`config.mk`:
```
export PLATFORM = sky130hd
export DESIGN_NAME = matrix_alu_seq
export DESIGN_NICKNAME = d
export VERILOG_FILES = /design/src/rtl/matrix_alu_pkg.sv /design/src/rtl/matrix_alu_mac.sv /design/src/rtl/matrix_alu_seq.sv
export SDC_FILE = /design/constraint.sdc
export NUM_CORES = 2
export LEC_CHECK = 0
export CAP_MARGIN = 20
export CORE_MARGIN = 2
export CORE_UTILIZATION = 40
export CTS_CLUSTER_SIZE = 30
export DETAILED_ROUTE_END_ITERATION = 12
export RECOVER_POWER = 50
export REMOVE_ABC_BUFFERS = 1
export SLEW_MARGIN = 20
export SYNTH_ARGS = -nofsm -noshare
export SYNTH_HDL_FRONTEND = slang
export SYNTH_SLANG_ARGS = --single-unit
```
`constraint.sdc`:
```
create_clock -name clk -period 16.1 [get_ports clk]
set_clock_uncertainty 0.05 [all_clocks]
set_input_delay 1.61 -clock clk [delete_from_list [all_inputs] [get_ports clk]]
set_output_delay 1.61 -clock clk [all_outputs]
set_load 0.02 [all_outputs]
```
`src/rtl/matrix_alu_pkg.sv`:
```
// ---------------------------------------------------------------------------
// matrix_alu_pkg
// Shared definitions for the N x N matrix ALU:
//   - operation codes accepted on the op port (OP_TRANSPOSE .. OP_MUL)
//   - sequencer state encoding (IDLE / RUN / FIN)
//   - helper functions: element-index width and op-code legality
// ---------------------------------------------------------------------------
package matrix_alu_pkg;

  localparam logic [2:0] OP_TRANSPOSE = 3'd0;
  localparam logic [2:0] OP_ADD       = 3'd1;
  localparam logic [2:0] OP_SUB       = 3'd2;
  localparam logic [2:0] OP_HADAMARD  = 3'd3;
  localparam logic [2:0] OP_MUL       = 3'd4;

  typedef enum logic [1:0] {
    ST_IDLE = 2'd0,
    ST_RUN  = 2'd1,
    ST_FIN  = 2'd2
  } state_e;

  // Width of a flat row-major index covering n*n elements.
  function automatic int idx_width(input int n);
    return (n * n > 1) ? $clog2(n * n) : 1;
  endfunction

  // Codes above OP_MUL are reserved and reported through err.
  function automatic logic op_legal(input logic [2:0] op);
    return op <= OP_MUL;
  endfunction

endpackage

```
`src/rtl/matrix_alu_mac.sv`:
```
// ---------------------------------------------------------------------------
// matrix_alu_mac
// Combinational multiply-accumulate: y_o = (a_i * b_i + acc_i) mod 2^DW.
// Shared by the Hadamard product (acc_i = 0) and the matrix multiply.
// Ports:
//   a_i, b_i  DW-bit unsigned factors
//   acc_i     DW-bit unsigned addend
//   y_o       DW-bit truncated result
// ---------------------------------------------------------------------------
module matrix_alu_mac #(
  parameter int DW = 32
) (
  input  logic [DW-1:0] a_i,
  input  logic [DW-1:0] b_i,
  input  logic [DW-1:0] acc_i,
  output logic [DW-1:0] y_o
);

  // Every operand is DW bits wide, so the product is evaluated in a DW-bit
  // context and keeps only its low DW bits before the wrapping add.
  assign y_o = a_i * b_i + acc_i;

endmodule

```
`src/rtl/matrix_alu_seq.sv`:
```
// ---------------------------------------------------------------------------
// matrix_alu_seq
// Parametrised N x N matrix ALU with internal operand (A, B) and result (C)
// storage. Operands are loaded element-by-element, an operation is launched
// with start, and C is read back element-by-element.
// Ops: transpose, add, subtract, Hadamard product, sequential multiply.
// Ports:
//   clk, reset          rising-edge clock, asynchronous active-low reset
//   wr_en/wr_sel        operand write strobe, 0 = A, 1 = B
//   wr_idx/wr_data      row-major element index and value
//   op/start            operation code, sampled when start is seen in IDLE
//   busy/done/err       running flag, one-cycle completion pulse, illegal op
//   rd_idx/rd_data      row-major index into C, registered read data
// ---------------------------------------------------------------------------
module matrix_alu_seq
  import matrix_alu_pkg::*;
#(
  parameter  int N     = 3,
  parameter  int DW    = 32,
  localparam int IDX_W = idx_width(N)
) (
  input  logic             clk,
  input  logic             reset,
  input  logic             wr_en,
  input  logic             wr_sel,
  input  logic [IDX_W-1:0] wr_idx,
  input  logic [DW-1:0]    wr_data,
  input  logic [2:0]       op,
  input  logic             start,
  output logic             busy,
  output logic             done,
  output logic             err,
  input  logic [IDX_W-1:0] rd_idx,
  output logic [DW-1:0]    rd_data
);

  localparam int            NN   = N * N;
  localparam int            CW   = $clog2(N);
  localparam logic [CW-1:0] LAST = CW'(N - 1);

  // Operand and result storage.
  logic [DW-1:0] a_q [NN];
  logic [DW-1:0] b_q [NN];
  logic [DW-1:0] c_q [NN];

  // Sequencer state.
  state_e        state_q, state_d;
  logic [2:0]    op_q, op_d;
  logic          err_q, err_d;
  logic [CW-1:0] i_q, i_d;     // result row
  logic [CW-1:0] j_q, j_d;     // result column
  logic [CW-1:0] k_q, k_d;     // inner-product step (multiply only)
  logic [DW-1:0] acc_q, acc_d;
  logic [DW-1:0] rd_data_q;

  logic             is_mul;
  logic             k_last;
  logic             c_we;
  logic [DW-1:0]    result;
  logic [DW-1:0]    mac_a, mac_b, mac_acc, mac_y;
  logic [IDX_W-1:0] ij_idx, ji_idx, ik_idx, kj_idx;

  assign ij_idx = IDX_W'(int'(i_q) * N + int'(j_q));
  assign ji_idx = IDX_W'(int'(j_q) * N + int'(i_q));
  assign ik_idx = IDX_W'(int'(i_q) * N + int'(k_q));
  assign kj_idx = IDX_W'(int'(k_q) * N + int'(j_q));

  assign is_mul = (op_q == OP_MUL);
  // Element-wise ops produce one element per cycle; the multiply only
  // completes an element on the last step of its inner product.
  assign k_last = !is_mul || (k_q == LAST);

  // The accumulator restarts at the first step of every inner product and is
  // unused (zero) for the Hadamard product.
  assign mac_a   = a_q[is_mul ? ik_idx : ij_idx];
  assign mac_b   = b_q[is_mul ? kj_idx : ij_idx];
  assign mac_acc = (is_mul && (k_q != '0)) ? acc_q : '0;

  matrix_alu_mac #(.DW(DW)) u_mac (
    .a_i   (mac_a),
    .b_i   (mac_b),
    .acc_i (mac_acc),
    .y_o   (mac_y)
  );

  // Value written into C[i][j] when c_we is set.
  always_comb begin
    // NOTE: every variable written here gets a default first, so no path can
    // leave it unassigned and infer a latch.
    result = mac_y;
    case (op_q)
      OP_TRANSPOSE: result = a_q[ji_idx];
      OP_ADD:       result = a_q[ij_idx] + b_q[ij_idx];
      OP_SUB:       result = a_q[ij_idx] - b_q[ij_idx];
      default:      result = mac_y;
    endcase
  end

  // Next-state and counter logic.
  always_comb begin
    state_d = state_q;
    op_d    = op_q;
    err_d   = err_q;
    i_d     = i_q;
    j_d     = j_q;
    k_d     = k_q;
    acc_d   = acc_q;
    c_we    = 1'b0;
    case (state_q)
      ST_IDLE: begin
        if (start) begin
          op_d = op;
          i_d  = '0;
          j_d  = '0;
          k_d  = '0;
          if (op_legal(op)) begin
            err_d   = 1'b0;
            state_d = ST_RUN;
          end else begin
            err_d   = 1'b1;
            state_d = ST_FIN;
          end
        end
      end
      ST_RUN: begin
        acc_d = mac_y;
        if (k_last) begin
          c_we = 1'b1;
          k_d  = '0;
          if (j_q == LAST) begin
            j_d = '0;
            if (i_q == LAST) state_d = ST_FIN;
            else             i_d     = i_q + CW'(1);
          end else begin
            j_d = j_q + CW'(1);
          end
        end else begin
          k_d = k_q + CW'(1);
        end
      end
      ST_FIN:  state_d = ST_IDLE;
      default: state_d = ST_IDLE;
    endcase
  end

  // NOTE: sequential blocks use non-blocking assignments so every register
  // samples pre-edge values regardless of statement order.
  always_ff @(posedge clk or negedge reset) begin
    if (!reset) begin
      state_q <= ST_IDLE;
      op_q    <= '0;
      err_q   <= 1'b0;
      i_q     <= '0;
      j_q     <= '0;
      k_q     <= '0;
      acc_q   <= '0;
    end else begin
      state_q <= state_d;
      op_q    <= op_d;
      err_q   <= err_d;
      i_q     <= i_d;
      j_q     <= j_d;
      k_q     <= k_d;
      acc_q   <= acc_d;
    end
  end

  // Operand writes are blocked while running so an op sees frozen inputs;
  // writes with an index past the last element are dropped.
  always_ff @(posedge clk or negedge reset) begin
    if (!reset) begin
      // NOTE: the arrays are reset because their all-zero contents after
      // reset are visible through rd_data; storage without that obligation
      // would be left unreset.
      for (int n = 0; n < NN; n++) begin
        a_q[n] <= '0;
        b_q[n] <= '0;
        c_q[n] <= '0;
      end
    end else begin
      if (wr_en && (state_q != ST_RUN) && (int'(wr_idx) < NN)) begin
        if (wr_sel) b_q[wr_idx] <= wr_data;
        else        a_q[wr_idx] <= wr_data;
      end
      if (c_we) c_q[ij_idx] <= result;
    end
  end

  // Registered read port; out-of-range indices read as zero.
  always_ff @(posedge clk or negedge reset) begin
    if (!reset) rd_data_q <= '0;
    else        rd_data_q <= (int'(rd_idx) < NN) ? c_q[rd_idx] : '0;
  end

  assign busy    = (state_q == ST_RUN);
  assign done    = (state_q == ST_FIN);
  assign err     = err_q;
  assign rd_data = rd_data_q;

endmodule

```
* After elaboration in Yosys (flattened, before gate mapping)
Cells that the tools add are included.
** Operators by class
- Eq/ne operators :: 14
- Multiply operators :: 4
- Divide/modulo/power cells :: 0
- Shifts and indexed selects :: 0
- Reductions and logical operators :: 18
- Order comparisons :: 11
- Bitwise operators :: 7
- Muxes and demuxes :: 49
- Add/subtract/negate cells :: 10
** Operator list (count)
- $bwmux 288 :: 3
- $bmux 32 s4 :: 6
- $mux 32 :: 16
- $demux 32 s4 :: 2
- $pmux 32 s3 :: 1
- $add 32x32->32 :: 2
- $mul 32x32->32 :: 1
- $sub 32x32->32 :: 1
- $ge 5x5->1 const B :: 6
- $not 4->5 :: 6
- $mux 2 :: 12
- $pmux 2 s2 :: 4
- $add 4x2->4 :: 3
- $mul 2x2->4 const B :: 3
- $lt 5x1->1 const B :: 2
- $eq 2x2->1 const B :: 4
- $lt 4x4->1 const B :: 2
- $mux 4 :: 2
- $ne 2x1->1 const B :: 4
- $reduce_and 2->1 :: 4
- $add 2x1->2 const B :: 3
- $logic_and 1x1->1 :: 5
- $reduce_and 5->1 :: 1
- $add 4x3->4 :: 1
- 15 further kinds :: 19
** Storage, ports and cells
- Memories :: 0
- Bits of input ports :: 48
- Logic and storage cells :: 148
- Bits in registers :: 940
- ROM bits :: 0
- Memory bits (writable) :: 0
- Bits in latches :: 0

* Longest topological paths before layout
- Depth after elaboration :: 11
- Mapped depth :: 45

* Hierarchy
From an unflattened synthesis, not the netlist that was laid out.
** Unflattened totals
- Cells, all modules :: 6604
- Area, all modules :: 68999.9 µm²
** By module, submodules not included
- matrix_alu_seq :: cells each 4742, instances 1, area an instance 52120.0 µm²
- matrix_alu_mac :: cells each 1862, instances 1, area an instance 16879.9 µm²

* Least setup slack after synthesis
OpenSTA, ideal clock, no wires.
- Path type :: reg2reg
- Start point :: register i_q[0]
- End point :: register c_q[124] (netlist bit)
- Setup slack :: 5.581 ns
- Arrival :: 10.401 ns
- Cell stages (with the launch flop) :: 46
- Clock period less this slack :: 10.519 ns
- Path buffers :: 5
- Cells stage by stage :: dfrtp_1 > inv_1 > ha_1 > inv_1 > ha_1 > and3_1 > o22a_1 > buf_2 > a21o_1 > buf_2 > nor4_2 > buf_2 > buf_2 > nand2_1 > nand2_1 > clkbuf_1 > nand2b_1 > fa_1 > [... 10 more ...] > fa_1 > inv_1 > fa_1 > inv_1 > ha_1 > a21o_1 > a21o_1 > a21o_1 > a21oi_1 > o21bai_1 > a21oi_1 > nor2_1 > a211oi_1 > o21bai_1 > a21oi_1 > xor2_1 > a221oi_1 > mux2_2
** On the way
- Longest elaborated chain between the ends :: 11
- Elaborated cells on any way between the ends :: 36
** Ends and longest elaborated chain
- start, declared :: RTL line matrix_alu_seq.sv:50 : logic [CW-1:0] i_q, i_d;
- start signal, assigned :: RTL line matrix_alu_seq.sv:161 : i_q <= i_d;
- $mul 2x2->4 :: RTL line matrix_alu_seq.sv:63, matrix_alu_seq.sv:65
- $add 4x3->4 / $add 4x2->4 (equally long branches) :: RTL line matrix_alu_seq.sv:63, matrix_alu_seq.sv:65
- $mux 4, on equally long branches :: RTL line matrix_alu_seq.sv:75, matrix_alu_seq.sv:76
- $not 4->5, on equally long branches :: RTL line matrix_alu_seq.sv:75, matrix_alu_seq.sv:76
- $bmux 32 s4, on equally long branches :: RTL line matrix_alu_seq.sv:75, matrix_alu_seq.sv:76
- $mux 32, on equally long branches (2 in series) :: RTL line matrix_alu_seq.sv:75, matrix_alu_seq.sv:76
- $mul 32x32->32 :: RTL line matrix_alu_mac.sv:21 : assign y_o = a_i * b_i + acc_i;
- $add 32x32->32 :: RTL line matrix_alu_mac.sv:21
- $pmux 32 s3 :: RTL line matrix_alu_seq.sv:91 : case (op_q)
- $bwmux 288 * :: RTL line matrix_alu_seq.sv:185 : if (c_we) c_q[ij_idx] <= result;
- end signal, assigned by index :: RTL line matrix_alu_seq.sv:185
- end, declared :: RTL line matrix_alu_seq.sv:44 : logic [DW-1:0] c_q [NN];
Every way passes the cells marked *; elsewhere a longest branch is shown, timed or not. The select of a mux whose other input is x is not followed.
A chain may end at the register's enable or synchronous reset.

* Final worst setup path
- Start point :: register op_q[1]
- End point :: register c_q[29] (netlist bit)
** On the way
- Longest elaborated chain between the ends :: 10
- Elaborated cells on any way between the ends :: 24
** Ends and longest elaborated chain
- start, declared :: RTL line matrix_alu_seq.sv:48 : logic [2:0] op_q, op_d;
- start signal, assigned :: RTL line matrix_alu_seq.sv:159 : op_q <= op_d;
- $eq 3x3->1 :: RTL line matrix_alu_seq.sv:68 : assign is_mul = (op_q == OP_MUL);
- $mux 4, on equally long branches :: RTL line matrix_alu_seq.sv:75, matrix_alu_seq.sv:76
- $not 4->5, on equally long branches :: RTL line matrix_alu_seq.sv:75, matrix_alu_seq.sv:76
- $bmux 32 s4, on equally long branches :: RTL line matrix_alu_seq.sv:75, matrix_alu_seq.sv:76
- $mux 32, on equally long branches (2 in series) :: RTL line matrix_alu_seq.sv:75, matrix_alu_seq.sv:76
- $mul 32x32->32 :: RTL line matrix_alu_mac.sv:21
- $add 32x32->32 :: RTL line matrix_alu_mac.sv:21
- $pmux 32 s3 :: RTL line matrix_alu_seq.sv:91
- $bwmux 288 :: RTL line matrix_alu_seq.sv:185
Several ways; a longest one is shown, not always the timed one. The select of a mux whose other input is x is not followed.

==> impl_metrics.py <==
metrics = {
    "drt": {
        "route.detailed.drc": 0,
        "via_per_inst": 5.85,
        "dr.pass1.iters": 8,
        "wire_per_inst_um": 25.1,
        "num_vias": 50400,
        "ant_nets": 0,
        "drt_iter0_markers": 4693,
        "wirelength_um": 216000,
    },
    "logic_synthesis": {
        "yosysTopAreaCellShare_pct": 34.7,
        "synth-edff-count": 0,
        "synth_ff_type": "dfrtp_1",
        "netlist_instances": 6391,
        "synthArstFlopShare_pct": 100,
        "synth-seq-cells": 940,
        "yosys.area.top_type": "dfrtp_1",
        "synth.most_common_cell": "dfrtp_1",
        "ys_top_cells_by_area": "dfrtp_1 35%, fa_1 13%, mux2_2 11%",
        "syn_area_um2": 67800,
        "syn_area_per_cell_um2": 10.6,
        "ys_seq_area_share_pct": 34.7,
        "synthTopCellsByCount": "940 x dfrtp_1, 812 x nand2_1, 679 x mux2_2, 528 x inv_1, 512 x nor2_1",
        "ys_warn_count": 0,
        "yosysUniqueCellTypes": 79,
    },
    "clock_network": {
        "cts_sinks": 940,
        "clkSlewWorstSetupHoldPaths_ns": 0.06,
        "cts_made_buffers": 102,
        "clock_latency_ns": 0.77,
        "cts_resized": 0,
        "ctsRootBufferMaster": "clkbuf_16",
        "cts_hold_buf": 0,
        "htreeDepth": 3,
        "clockBufferDepth": 3,
        "cts_setup_buffers": 0,
        "cts_tree": "done",
    },
    "worst_setup_path": {
        "reg2reg_to": "c_q[29]$_DFFE_PN0P_",
        "cp-start-kind": "flop",
        "rr_startpoint": "op_q[1]$_DFFE_PN0P_",
        "required_ns": 16.63,
        "crit_buf_inv": 10,
        "ff2ff_setup_slack_ns": 2.61,
        "crit_fanout": 37,
        "crit_family": "adder cells",
        "cp_common_cell": "fa_1",
        "cp-end-kind": "flop",
        "path_class": "flop to flop",
        "cpPeakStageDelay_ns": 1.30,
        "critPathArrivalTime_ns": 14.03,
        "r2r_cells": 34,
        "worst_path_max_delay_cell": "dfrtp_1",
    },
    "timing": {
        "drv_slew": 1080,
        "setup_viol": 0,
        "fmax_mhz": 74.1,
        "fin_crit_ns": 13.49,
        "slew_headroom_pct": -203,
        "hold_viol": 0,
        "finalSetupTns_ns": 0,
        "tightest_slew_ns": 4.54,
        "min_period_over_period_pct": 83.8,
        "rsz0062_at_grt": "false",
    },
    "floorplan": {
        "rows": 151,
        "fp.dieW_um": 416,
        "num_io_pins": 83,
        "fp.dieH_um": 416,
        "initial_core_util_pct": 40.1,
        "design.core.area_um2": 169000,
        "die_area_um2": 173000,
    },
    "global_routing": {
        "overflow": 0,
        "grt_pass1_vias": 51800,
        "grt_max_degree": 178,
        "grt_pass1_wl_um": 331000,
        "grtUsageTotal_pct": 25.2,
        "antenna_found_initial": 15,
    },
    "status": {
        "outcome": "finished, violations left",
        "violations": "max-capacitance violations, max-slew violations",
    },
    "hold_path": {
        "worstHoldStart": "c_q[186]$_DFFE_PN0P_",
        "min_path_type": "flop to flop",
        "holdPathStages": 2,
        "hold_path_end": "c_q[186]$_DFFE_PN0P_",
    },
    "cells_and_area": {
        "nNetsFinal": 6967,
        "area_growth_pct": 9.96,
        "drive_above_1_share_pct": 22.3,
        "stdcell_count": 8613,
        "final_area_um2": 74500,
    },
    "place": {
        "place_hpwl_um": 146000,
        "io_buffer_count": 82,
        "numPlacedInstances": 8415,
        "gp_congestion": 0.943,
        "placed_cell_area_um2": 71200,
    },
    "run": {
        "drv_cap": 20,
    },
}
-- through the flow --
stage	hold WS (ns)	worst slack, ns	utilization [%]
after floorplan	0.383	-4.72	-
after detailed placement	0.403	3.48	42.2
after CTS	0.416	3.39	44.2
after global routing	0.442	2.11	44.1
final	0.413	2.61	44.1
after global placement	0.400	3.63	42.2
-- metal layers --
metal,GRT usage [%],up-vias,share of wire [%]
met5,0,-,0.030
met4,9.39,10,4.2
met2,39.7,2078,46
li1,-,21600,-
met1,33.9,26200,41
met3,5.56,486,8.5
-- cells by family (layout without fill, tap and decap cells) --
group | after synthesis | after routing | share of synthesized area (%)
fa+ha+maj | 616 | 616 | 16.3
mux | 1120 | 1120 | 22.5
flops | 940 | 940 | 34.7
simple gates | 1756 | 1756 | 11.1
compound gates | 836 | 836 | 7.70
other cells | 0 | 5 | 0
buf+inv | 979 | 978 | 5.70
xor+xnor | 144 | 144 | 1.94
-- cells in the final DEF, fill, tap and decap left out, drive strengths merged, types with 29 or more instances in the layout --
| cell | count |
|---|---|
| or2 | 93 |
| mux2i | 184 |
| buf | 153 |
| inv | 532 |
| clkbuf | 179 |
| nor2b | 37 |
| dfrtp | 940 |
| o21ai | 279 |
| and3 | 37 |
| a32oi | 29 |
| mux4 | 256 |
| fa | 445 |
| ha | 171 |
| a211oi | 33 |
| clkdlybuf4s50 | 76 |
| a21o | 52 |
| clkinv | 29 |
| xor2 | 48 |
| xnor2 | 92 |
| a21oi | 203 |
| mux2 | 680 |
| a31oi | 61 |
| nand3 | 123 |
| nor2 | 512 |
| nand2 | 812 |
| nand2b | 60 |
-- area by class of cell --
cell class | count | area (um2)
fill | 16000 | 94400
sequential | 940 | 23500
tap | 2218 | 2780
inverter | 531 | 1990
clock buffer | 154 | 2980
clock inverter | 37 | 378
antenna | 5 | 12.5
multi-input combinational | 4472 | 40800
timing repair buffer | 256 | 2050
-- registers in the layout, indices dropped and copies added (netlist names), 2 cells and up --
| signal | flops |
|---|---|
| a_q | 288 |
| b_q | 288 |
| c_q | 288 |
| acc_q | 32 |
| rd_data | 32 |
| op_q | 3 |
| i_q | 2 |
| j_q | 2 |
| k_q | 2 |
| state_q | 2 |
-- tightest hold or removal path, cell delays in order, from the launching register on --
cell and delay [ns]:
dfrtp_1 0.34, nand2_1 0.05, nand2_1 0.05
-- worst max-delay path by stage --
| stage | slack, ns | cells past startpoint | to | from |
|---|---|---|---|---|
| floorplan | -4.72 | 35 | c_q[124]$_DFFE_PN0P_ | i_q[0]$_DFFE_PN0P_ |
| global placement | 3.63 | 37 | c_q[29]$_DFFE_PN0P_ | i_q[0]$_DFFE_PN0P_ |
| detailed placement | 3.48 | 36 | c_q[93]$_DFFE_PN0P_ | i_q[0]$_DFFE_PN0P_ |
| CTS | 3.39 | 36 | c_q[29]$_DFFE_PN0P_ | i_q[0]$_DFFE_PN0P_ |
| global route | 2.11 | 34 | c_q[189]$_DFFE_PN0P_ | op_q[1]$_DFFE_PN0P_ |
| finish | 2.61 | 34 | c_q[29]$_DFFE_PN0P_ | op_q[1]$_DFFE_PN0P_ |
Power is left out: the tool's default activity adds up to more than one toggle a clock period on the data nets, which glitch-free logic cannot reach.
